**src/rtl/alu_serial_ctrl.sv**
```systemverilog
// -----------------------------------------------------------------------------
// alu_serial_ctrl
//   Bit-serial sequencer for a 1-bit ALU slice. An accepted start captures two
//   N-bit operands and an opcode. The controller then drives the slice LSB-first
//   for N cycles. The slice has no carry-in, so carry/borrow propagation is done
//   here. The result is assembled by shifting each bit in from the MSB side, and
//   a final carry/borrow is registered with it.
//
// Ports
//   clk, reset        : clock, synchronous active-high reset
//   start             : request, accepted whenever busy=0 (IDLE or DONE)
//   op[2:0]           : 000 AND, 001 OR, 010 ADD, 011 SUB, 100 LESS, 101-111 ADD
//   a_in, b_in [N-1:0]: operands, captured on an accepted start
//   alu_sel/a/b       : registered drive to the slice
//   alu_dout/alu_cout : slice outputs (combinational from alu_sel/a/b)
//   busy              : high while the serial run is in progress
//   done              : one-cycle pulse when result/carry_out are valid
//   result[N-1:0]     : result, held until the next accepted start
//   carry_out         : final carry (ADD) or borrow (SUB), else 0
// -----------------------------------------------------------------------------
module alu_serial_ctrl #(
  parameter int N = 8
) (
  input  logic         clk,
  input  logic         reset,
  input  logic         start,
  input  logic [2:0]   op,
  input  logic [N-1:0] a_in,
  input  logic [N-1:0] b_in,
  output logic [2:0]   alu_sel,
  output logic         alu_a,
  output logic         alu_b,
  input  logic         alu_dout,
  input  logic         alu_cout,
  output logic         busy,
  output logic         done,
  output logic [N-1:0] result,
  output logic         carry_out
);

  localparam int CW = (N > 1) ? $clog2(N) : 1;

  localparam logic [2:0] OP_AND  = 3'b000;
  localparam logic [2:0] OP_OR   = 3'b001;
  localparam logic [2:0] OP_ADD  = 3'b010;
  localparam logic [2:0] OP_SUB  = 3'b011;
  localparam logic [2:0] OP_LESS = 3'b100;

  typedef enum logic [1:0] {IDLE, RUN, DONE} state_t;

  state_t         state;
  logic [2:0]     op_q;
  logic [N-1:0]   a_sh;
  logic [N-1:0]   b_sh;
  logic [CW-1:0]  cnt;
  logic           c;

  logic           rbit;
  logic           c_next;
  logic [2:0]     op_cap;
  logic           accept;

  // Reserved encodings fall back to ADD.
  function automatic logic [2:0] remap_op(input logic [2:0] o);
    return (o > OP_LESS) ? OP_ADD : o;
  endfunction

  // LESS is evaluated as a subtraction whose final borrow is the answer.
  function automatic logic [2:0] slice_sel(input logic [2:0] o);
    return (o == OP_LESS) ? OP_SUB : o;
  endfunction

  // The operand shift registers present bit k at position 0 in RUN cycle k.
  // They drain to zero by the end of the run, which gives alu_a/alu_b = 0
  // in IDLE/DONE without extra gating.
  assign alu_a  = a_sh[0];
  assign alu_b  = b_sh[0];

  assign op_cap = remap_op(op);
  assign accept = (state != RUN) && start;

  // Fold the external carry/borrow into the slice's per-bit answer.
  always_comb begin
    rbit   = alu_dout;
    c_next = 1'b0;
    case (op_q)
      OP_ADD: begin
        rbit   = alu_dout ^ c;
        c_next = alu_cout | (alu_dout & c);
      end
      OP_SUB, OP_LESS: begin
        rbit   = alu_dout ^ c;
        c_next = alu_cout | (~alu_dout & c);
      end
      default: begin
        rbit   = alu_dout;
        c_next = 1'b0;
      end
    endcase
  end

  always_ff @(posedge clk) begin
    if (reset) begin
      state     <= IDLE;
      op_q      <= OP_AND;
      a_sh      <= '0;
      b_sh      <= '0;
      cnt       <= '0;
      c         <= 1'b0;
      alu_sel   <= OP_AND;
      busy      <= 1'b0;
      done      <= 1'b0;
      result    <= '0;
      carry_out <= 1'b0;
    end else begin
      case (state)
        IDLE, DONE: begin
          done    <= 1'b0;
          alu_sel <= OP_AND;
          state   <= IDLE;
          if (accept) begin
            op_q      <= op_cap;
            a_sh      <= a_in;
            b_sh      <= b_in;
            cnt       <= '0;
            c         <= 1'b0;
            result    <= '0;
            carry_out <= 1'b0;
            alu_sel   <= slice_sel(op_cap);
            busy      <= 1'b1;
            state     <= RUN;
          end
        end

        RUN: begin
          result <= {rbit, result[N-1:1]};
          c      <= c_next;
          a_sh   <= a_sh >> 1;
          b_sh   <= b_sh >> 1;
          cnt    <= cnt + 1'b1;
          if (cnt == CW'(N - 1)) begin
            state     <= DONE;
            busy      <= 1'b0;
            done      <= 1'b1;
            alu_sel   <= OP_AND;
            cnt       <= '0;
            carry_out <= ((op_q == OP_ADD) || (op_q == OP_SUB)) ? c_next : 1'b0;
            if (op_q == OP_LESS) begin
              result <= {{(N-1){1'b0}}, c_next};
            end
          end
        end

        default: begin
          state <= IDLE;
          busy  <= 1'b0;
          done  <= 1'b0;
        end
      endcase
    end
  end

endmodule
```
**config.mk**
```make
export PLATFORM = sky130hd
export DESIGN_NAME = alu_serial_ctrl
export DESIGN_NICKNAME = d
export VERILOG_FILES = /design/src/rtl/alu_serial_ctrl.sv
export SDC_FILE = /design/constraint.sdc
export NUM_CORES = 1
export LEC_CHECK = 0
export CAP_MARGIN = 40
export CORE_MARGIN = 5
export CORE_UTILIZATION = 50
export DETAILED_ROUTE_END_ITERATION = 12
export PLACE_DENSITY = 0.81
export SYNTH_ARGS = -nofsm -noshare
export SYNTH_HDL_FRONTEND = slang
export SYNTH_SLANG_ARGS = --single-unit
```
**constraint.sdc**
```tcl
create_clock -name clk -period 3.5 [get_ports clk]
set_input_delay 0.35 -clock clk [delete_from_list [all_inputs] [get_ports clk]]
set_output_delay 0.35 -clock clk [all_outputs]
set_load 0.03 [all_outputs]
```
==> flow_summary.json <==
{
  "netlist.area_leader.share_pct": 47.1,
  "worstRegToRegCells": 4,
  "power_uw": 861,
  "firstDrtPassIters": 4,
  "netlist_area_mm2": 0.00166,
  "grt_max_degree": 40,
  "r2r-start": "state[1]",
  "cp-end-kind": "flop",
  "synth_ff_type": "dfxtp_1",
  "worst_pin_slew_ns": 0.775,
  "synth_edf_count": 0,
  "yosysMostFrequentCell": "dfxtp_1",
  "multi_input_comb_area_um2": 796,
  "postCtsHoldBufs": 0,
  "netlist_instances": 193,
  "hold_viol": 0,
  "vias": 1440,
  "first_global_vias": 1339,
  "max_slew_margin_pct": 48.1,
  "reg2reg_slack_ns": 1.52,
  "rsz0062_at_grt": "no",
  "instances_no_fill": 273,
  "vias_per_cell": 5.27,
  "dp.cells": 266,
  "yosysSeqAreaShare_pct": 47.1,
  "finalSetupViolCount": 0,
  "cp-start-kind": "flop",
  "grt_pass1_wl_um": 5800,
  "final-seq-area_um2": 781,
  "synth_area_leaders": "dfxtp_1 47%, nand2_1 7.7%, nor2_1 7.3%",
  "die_width_um": 67.6,
  "antenna_left": 0,
  "nFillCells": 276,
  "async_flop_share_pct": 0,
  "synthDistinctLibCells": 32,
  "clock-sinks": 39,
  "cts.htree.levels": 2,
  "status": "completed",
  "tritoncts": "done",
  "dieHeight_um": 67.6,
  "r2r-end": "cnt[1]",
  "antenna_found_initial": 0,
  "min_path_cells": 2,
  "final_layout_size_suffix_gt1_share_pct": 5.73,
  "nets": 253,
  "path_clk_slew_ns": 0.11,
  "cts-root-buf": "clkbuf_4",
  "cts_buffers": 5,
  "num_antenna_cells": 0,
  "port_buffers": 39,
  "leakagePower_nw": 0.763,
  "hold_class": "flop to flop",
  "worstPathRequired_ns": 3.78,
  "area_growth_pct": 26.5,
  "clkLatencyLatePin_ns": 0.35,
  "ir_drop_mv": 0.265,
  "drcViolationCount": 0,
  "fin_tns_setup_ns": 0,
  "p_per_area_mw_per_mm2": 411,
  "grt_overflow_total": 0,
  "cp.arrival_ns": 2.26,
  "min_period_over_period_pct": 56.4,
  "maxCapViolations": 0,
  "synth.largest_area_cell": "dfxtp_1",
  "ys_ff_latch": 39,
  "wl_um": 3470,
  "core_mm2": 0.00328,
  "dp_hpwl_um": 2330,
  "crit_end": "cnt[1]",
  "synth_fp_nets": 219,
  "min_period_ns": 1.98,
  "slew_viol_final": 0,
  "cts_resized": 0,
  "clk_path_buf_depth": 2,
  "drt_iter0_drc": 112,
  "gp_congestion": 0.804,
  "setup.worst_path.start": "state[1]",
  "finClkSkew_ns": 0.0126,
  "max_freq_mhz": 506,
  "cp_max_fo": 20,
  "dieArea_mm2": 0.00456,
  "grt_usage_pct": 16.7,
  "start_util_pct": 50.4,
  "rows": 21,
  "path_class": "flop to flop",
  "synth_commonest_cells": "39 x dfxtp_1, 34 x nand2_1, 32 x nor2_1",
  "postCtsSetupBuffers": 0,
  "synth.avg_cell_area_um2": 8.58,
  "synth.yosys.warnings": 0,
  "utilization_pct": 63.8,
  "wl_per_cell_um": 12.7,
  "io_pins": 40
}
layout make-up:
cell class                 count  area share, %
timing repair buffer          40           19.0
multi-input combinational    139           38.0
tap                           46           2.75
sequential                    39           37.3
clock buffer                   6           2.45
inverter                       2          0.358
clock inverter                 1          0.239
cell usage in the layout, fill, tap and decap left out, types with 3 or more instances in the layout:
cell             instances
a22oi_1                 11
dfxtp_1                 39
a311oi_1                13
o21ai_0                  6
a21oi_1                  9
clkdlybuf4s50_1         39
nand3_1                  4
nand2_1                 34
nor2_1                  32
nor3_1                   3
clkbuf_4                 5
nand2b_1                 3
worst max-delay path, stage by stage, from the launching register on:
cell and delay (ns):
dfxtp_1 0.44, and2b_1 0.44, nor2_1 0.71, a22oi_1 0.21, nor2_1 0.11
metrics by stage:
stage	setup WS, ns	hold slack (ns)	instance area (µm²)
after CTS	1.56	0.474	2100
after global placement	1.47	0.451	2040
after floorplan	2.07	0.437	1660
final	1.52	0.470	2100
after global routing	1.30	0.506	2100
after detailed placement	1.46	0.457	2040
layer usage:
metal | global-route usage [%] | wire length, µm | up-vias
li1 | - | - | 745
met1 | 20.9 | 1610 | 654
met2 | 26.5 | 1580 | 34
met3 | 4.33 | 210 | 7
met4 | 8.35 | 65 | 0
met5 | 0 | 0 | -
sequential cells by signal, summed over array words and instances (netlist names), 2 cells and up:
register / count
alu_sel: 3
cnt: 3
b_sh: 8
result: 8
a_sh: 8
state: 2
op_q: 3
worst min-delay path by stage:
stage / startpoint / slack (ns) / endpoint
3_3_place_gp: done / 0.45 / done
2_1_floorplan: a_sh[6] / 0.44 / a_sh[6]
5_1_grt: done / 0.51 / done
4_1_cts: a_sh[6] / 0.47 / a_sh[6]
3_5_place_dp: a_sh[6] / 0.46 / a_sh[6]
6_report: a_sh[6] / 0.47 / a_sh[6]
cell families (layout without fill, tap and decap cells):
group | Yosys count | count (layout) | share of synthesized area [%]
and+or+nand+nor | 88 | 88 | 25.2
AOI/OAI and AO/OA | 47 | 47 | 20.2
DFF | 39 | 39 | 47.1
buffers and inverters | 15 | 49 | 4.83
adders and majority gates | 2 | 2 | 1.51
xor gates and xnor gates | 2 | 2 | 1.06
power breakdown:
group | internal (mW) | total [mW] | switching, mW | leakage [nW]
Combinational | 0.0642 | 0.144 | 0.0794 | 0.409
Sequential | 0.470 | 0.486 | 0.0159 | 0.319
Clock | 0.0931 | 0.232 | 0.139 | 0.0341
Note: power is estimated with default switching activity, not from simulation.
